--- config.mk ---
export PLATFORM = sky130hd
export DESIGN_NAME = score_keeper
export DESIGN_NICKNAME = d
export VERILOG_FILES = /design/src/rtl/score_keeper.sv
export SDC_FILE = /design/constraint.sdc
export NUM_CORES = 1
export LEC_CHECK = 0
export BUFFER_PORTS_ARGS = -buffer_cell sky130_fd_sc_hd__buf_2
export CORE_UTILIZATION = 25
export CTS_CLUSTER_DIAMETER = 50
export DETAILED_ROUTE_END_ITERATION = 10
export GPL_TIMING_DRIVEN = 0
export HOLD_SLACK_MARGIN = 0.15
export SKIP_LAST_GASP = 1
export SLEW_MARGIN = 40
export SYNTH_ARGS = -nofsm -noshare
export SYNTH_HDL_FRONTEND = slang
export SYNTH_SLANG_ARGS = --single-unit
--- constraint.sdc ---
create_clock -name clk -period 2.55 [get_ports clk]
set_input_delay 0.51 -clock clk [delete_from_list [all_inputs] [get_ports clk]]
set_output_delay 0.51 -clock clk [all_outputs]
set_load 0.05 [all_outputs]
--- src/rtl/score_keeper.sv ---
// Multi-player BCD score keeper with a PLAY/WON game FSM.
// Per-player decimal counters; the first player(s) to reach WIN_SCORE end the game.
module score_keeper #(
    parameter int NUM_PLAYERS = 2,
    parameter int NUM_DIGITS  = 2,
    parameter int WIN_SCORE   = 11,
    parameter int SATURATE    = 0,
    localparam int WW         = (NUM_PLAYERS > 1) ? $clog2(NUM_PLAYERS) : 1
) (
    input  logic                               clk,
    input  logic                               reset,
    input  logic [NUM_PLAYERS-1:0]             inc,
    input  logic                               clr,
    output logic [NUM_PLAYERS*NUM_DIGITS*4-1:0] score_bcd,
    output logic                               game_over,
    output logic [WW-1:0]                      winner,
    output logic                               win_pulse
);

    localparam int SW        = NUM_DIGITS * 4;
    localparam int MAX_SCORE = (10 ** NUM_DIGITS) - 1;
    // A target beyond the representable range can never be reached.
    localparam bit WIN_EN    = (WIN_SCORE != 0) && (WIN_SCORE <= MAX_SCORE);

    function automatic logic [SW-1:0] to_bcd(input int value);
        logic [SW-1:0] bcd;
        int            rest;
        bcd  = '0;
        rest = value;
        for (int d = 0; d < NUM_DIGITS; d++) begin
            bcd[d*4 +: 4] = 4'(rest % 10);
            rest          = rest / 10;
        end
        return bcd;
    endfunction

    localparam logic [SW-1:0] WIN_BCD = to_bcd(WIN_SCORE);

    typedef enum logic {
        PLAY = 1'b0,
        WON  = 1'b1
    } state_t;

    state_t               r_state;
    state_t               w_state_next;
    logic [WW-1:0]        r_winner;
    logic [WW-1:0]        w_winner_next;
    logic                 r_win_pulse;
    logic                 w_win_pulse_next;
    logic [NUM_PLAYERS-1:0] w_hit;
    logic [WW-1:0]        w_win_idx;
    logic                 w_any_hit;

    genvar gi;
    generate
        for (gi = 0; gi < NUM_PLAYERS; gi++) begin : g_player
            logic [SW-1:0] r_score;
            logic [SW-1:0] w_incr;
            logic [SW-1:0] w_next;
            logic          w_all9;

            // Ripple the decimal carry upward; w_all9 stays set while every digit so far was 9.
            always_comb begin
                w_incr = r_score;
                w_all9 = 1'b1;
                for (int d = 0; d < NUM_DIGITS; d++) begin
                    if (w_all9) begin
                        if (r_score[d*4 +: 4] >= 4'd9) begin
                            w_incr[d*4 +: 4] = 4'd0;
                        end else begin
                            w_incr[d*4 +: 4] = r_score[d*4 +: 4] + 4'd1;
                            w_all9           = 1'b0;
                        end
                    end
                end
                if (w_all9 && (SATURATE != 0)) begin
                    w_incr = r_score;
                end
            end

            assign w_next     = ((r_state == PLAY) && inc[gi]) ? w_incr : r_score;
            assign w_hit[gi]  = WIN_EN && (r_state == PLAY) && inc[gi] && (w_incr == WIN_BCD);

            always_ff @(posedge clk or negedge reset) begin
                if (!reset) begin
                    r_score <= '0;
                end else if (clr) begin
                    r_score <= '0;
                end else begin
                    r_score <= w_next;
                end
            end

            assign score_bcd[gi*SW +: SW] = r_score;
        end
    endgenerate

    // Scan from the top so the lowest-indexed hitting player wins ties.
    always_comb begin
        w_win_idx = '0;
        for (int p = NUM_PLAYERS - 1; p >= 0; p--) begin
            if (w_hit[p]) begin
                w_win_idx = WW'(p);
            end
        end
        w_any_hit = |w_hit;
    end

    always_comb begin
        w_state_next     = r_state;
        w_winner_next    = r_winner;
        w_win_pulse_next = 1'b0;
        if (clr) begin
            w_state_next  = PLAY;
            w_winner_next = '0;
        end else begin
            case (r_state)
                PLAY: begin
                    w_winner_next = '0;
                    if (w_any_hit) begin
                        w_state_next     = WON;
                        w_winner_next    = w_win_idx;
                        w_win_pulse_next = 1'b1;
                    end
                end
                WON: begin
                    w_state_next = WON;
                end
                default: begin
                    w_state_next  = PLAY;
                    w_winner_next = '0;
                end
            endcase
        end
    end

    always_ff @(posedge clk or negedge reset) begin
        if (!reset) begin
            r_state     <= PLAY;
            r_winner    <= '0;
            r_win_pulse <= 1'b0;
        end else begin
            r_state     <= w_state_next;
            r_winner    <= w_winner_next;
            r_win_pulse <= w_win_pulse_next;
        end
    end

    assign game_over = (r_state == WON);
    assign winner    = r_winner;
    assign win_pulse = r_win_pulse;

endmodule

==> metrics.md <==
| Metric | Value |
|---|---|
| Via count | `1102` |
| Die area | `5436 sq um` |
| Final Wtd Congestion | `0.7495` |
| Post-Syn Area | `1286 sq um` |
| Post_cts resized | `0` |
| Hold Crit Class | `in -> async` |
| Num CTS Buffers | `3` |
| Post-synth ARST share | `100.0%` |
| Max-slew headroom | `65.85%` |
| Max-cap violation count | `0` |
| Final Max Tran Viols | `0` |
| Setup Fix Bufs, Post-CTS | `0` |
| Delay-heaviest family, CP | `simple AND/OR/NAND/NOR gates` |
| Sink Count | `19` |
| Met3 routed WL | `132 um` |
| Instance count on the critical path | `8` |
| Share of cells above drive strength 1 | `21.30%` |
| Mapped Avg Cell Area | `8.995 sq um` |
| Worst EP required | `2730 ps` |
| DRC viols | `0` |
| GRT Residual Overflow | `0` |
| # diodes | `0` |
| Min Tclk post-route | `2143 ps` |
| WS Path Type | `reg -> reg` |
| Power per standard cell area | `452.6 nW/um^2` |
| Worst vdd ir | `0.0002078 V` |
| Pre-CTS setup slack | `415.4 ps` |
| Vias in the first global route | `1012` |
| Reg2reg setup slack | `410 ps` |
| Post-placement cell count | `232` |
| CORE AREA | `4848 sq um` |
| Starting Density | `26.53%` |
| Setup TNS | `0 ps` |
| Largest net degree at the start of global routing | `20` |
| Wire length of the first global-routing pass | `4.761 mm` |
| Crit end category | `register` |
| # IOs | `24` |
| Slowest stage cell, crit path | `dfrtp_1` |
| Final Util | `31.48%` |
| FF-to-FF Start | `g_player[0].r_score[0]` |
| Drt pass-1 iters | `4` |
| Initial DRC Count | `66` |
| Post-synth EDFFs | `0` |
| Root Buffer | `clkbuf_8` |
| Port bufs | `22` |
| Post-DRT Antenna Nets | `0` |
| # H-tree levels | `1` |
| CTS tree | `yes` |
| Unrepaired setup endpoints after global routing | `false` |
| Yosys cell types | `39` |
| Clock Latency Late Sink | `260 ps` |
| Warnings, synthesis | `0` |
| WL met1 | `1.508 mm` |
| Leakage power | `0.6959 nW` |
| Clock Skew | `4.245 ps` |
| Hold_buf cts | `0` |
| Startpoint types | `register` |
| Worst setup margin | `406.6 ps` |
| WL met2 | `1.125 mm` |
| Die width | `73.73 um` |
| Final wirelength | `2.783 mm` |
| Sequential area share after synthesis | `36.96%` |
| Die H | `73.73 um` |
| Final HPWL DP | `2.049 mm` |
| Area leader, netlist | `dfrtp_1` |
| Reg2Reg Depth | `8` |
| Buffers & Inverters on Critical Path | `2` |
| Initial antenna violation count | `0` |
| Post-synth top area share | `36.96%` |
| Final instance area | `1526 sq um` |
| Reg2Reg Capture Point | `win_pulse` |
| Top layer in use | `met4` |
| Cell-by-cell trace of the critical path | `inv_1 -> ha_1 -> or3b_1 -> buf_6 -> nand4_2 -> nand4_2 -> or3_4 -> a211oi_2` |
| Arr. time, crit path | `2320 ps` |
| Post-Layout Cell Count | `236` |
| Cell row count | `25` |
| Synth area leaders | `dfrtp_1 (37%), ha_1 (12%), a21oi_1 (5.4%)` |
| Via density | `4.669` |
| Most used DFF post-synth | `dfrtp_1` |
| Final setup fails | `0` |
| NumNets Final | `187` |
| Status | `completed` |
| Total GRT Usage | `11.45%` |
| Area delta synth->final | `18.68%` |
| Clock slew at reported path FFs | `80 ps` |
| Crit share post-route | `84.06%` |
| Max Fclk | `0.4665 GHz` |
| Worst-path maximum fanout | `6` |
| CTS Buffer Depth | `2` |
| Cell count after synthesis | `143` |
| Worst Tran Pin Value | `512.2 ps` |
| Routed wire per std cell | `11.79 um` |
| Synth Register Bits | `19` |
| CP max stage delay | `440 ps` |
| Most used cell, CP | `nand4_2` |
| Synth Net Count | `160` |
| Placed inst area | `1480 sq um` |
| Final hold vios | `0` |
[placed cells by master, fill, tap and decap left out, types with 2 or more instances in the layout]
cell | netlist | routed
a21oi_1 | 14 | 14
a31oi_1 | 2 | 2
and3_1 | 3 | 3
buf_2 | 0 | 22
buf_6 | 2 | 2
clkbuf_1 | 2 | 2
clkbuf_8 | 0 | 3
dfrtp_1 | 19 | 19
ha_1 | 12 | 12
inv_1 | 11 | 11
nand2_1 | 7 | 7
nand2b_1 | 2 | 2
nand3_1 | 6 | 6
nand3b_1 | 2 | 2
nand4_2 | 2 | 2
nand4b_1 | 2 | 2
nor2_1 | 16 | 16
nor2b_1 | 2 | 2
nor3_1 | 3 | 3
nor3b_1 | 4 | 4
nor4_1 | 4 | 4
o21ai_0 | 7 | 7
or3_1 | 3 | 3
[logic make-up after synthesis]
group	synth area share, %
fa+ha+maj	11.67
flops	36.97
simple gates	28.11
compound gates	15.66
buf+inv	6.226
xor+xnor	1.362
[metrics by stage]
step	hold slack [ps]	power, mW
2_1_floorplan	214.4	0.4428
3_3_place_gp	485.8	0.4795
3_5_place_dp	490.4	0.4813
4_1_cts	203.7	0.6991
5_1_grt	213.0	0.7304
6_report	182.0	0.6909
[routing by layer]
layer	global-route usage [%]	vias up
met5	0	-
met4	2.137	0
met3	3.155	2
met2	17.84	26
met1	15.88	509
li1	-	565
[how the worst max path moves through the flow]
stage	start	end	slack, ps
2_1_floorplan	g_player[0].r_score[1]	win_pulse	220
3_3_place_gp	g_player[0].r_score[0]	win_pulse	430
3_5_place_dp	g_player[0].r_score[0]	win_pulse	420
4_1_cts	g_player[0].r_score[0]	win_pulse	390
5_1_grt	g_player[0].r_score[0]	win_pulse	260
6_report	g_player[0].r_score[0]	win_pulse	410
[sequential cells by signal (all words and copies together) (netlist names)]
| signal | flops |
|---|---|
| g_player.r_score | 16 |
| game_over | 1 |
| win_pulse | 1 |
| winner | 1 |
[cells in the mapped netlist, types with 2 or more instances]
cell	instances
nand4b_1	2
nand3b_1	2
o21ai_0	7
and3_1	3
nand2_1	7
a21oi_1	14
nand2b_1	2
ha_1	12
nor3_1	3
clkbuf_1	2
nor3b_1	4
a31oi_1	2
nor2_1	16
buf_6	2
nor4_1	4
inv_1	11
nor2b_1	2
nand3_1	6
nand4_2	2
dfrtp_1	19
or3_1	3
[area by class of cell]
class | instances | area, sq um
tap | 67 | 83.83
inverter | 11 | 41.29
buffer | 5 | 38.79
clock inverter | 1 | 5.005
timing repair buffer | 22 | 110.1
multi-input combinational | 108 | 730.7
fill | 524 | 3322
clock buffer | 3 | 41.29
sequential | 19 | 475.5
[where the power goes]
part	switching, mW	leakage (nW)	internal, mW	total, mW
Sequential	0.0136	0.261	0.310	0.323
Combinational	0.100	0.409	0.0499	0.150
Clock	0.108	0.0255	0.109	0.217
Total	0.222	0.696	0.469	0.691
Power figures use the tool's default switching activity.
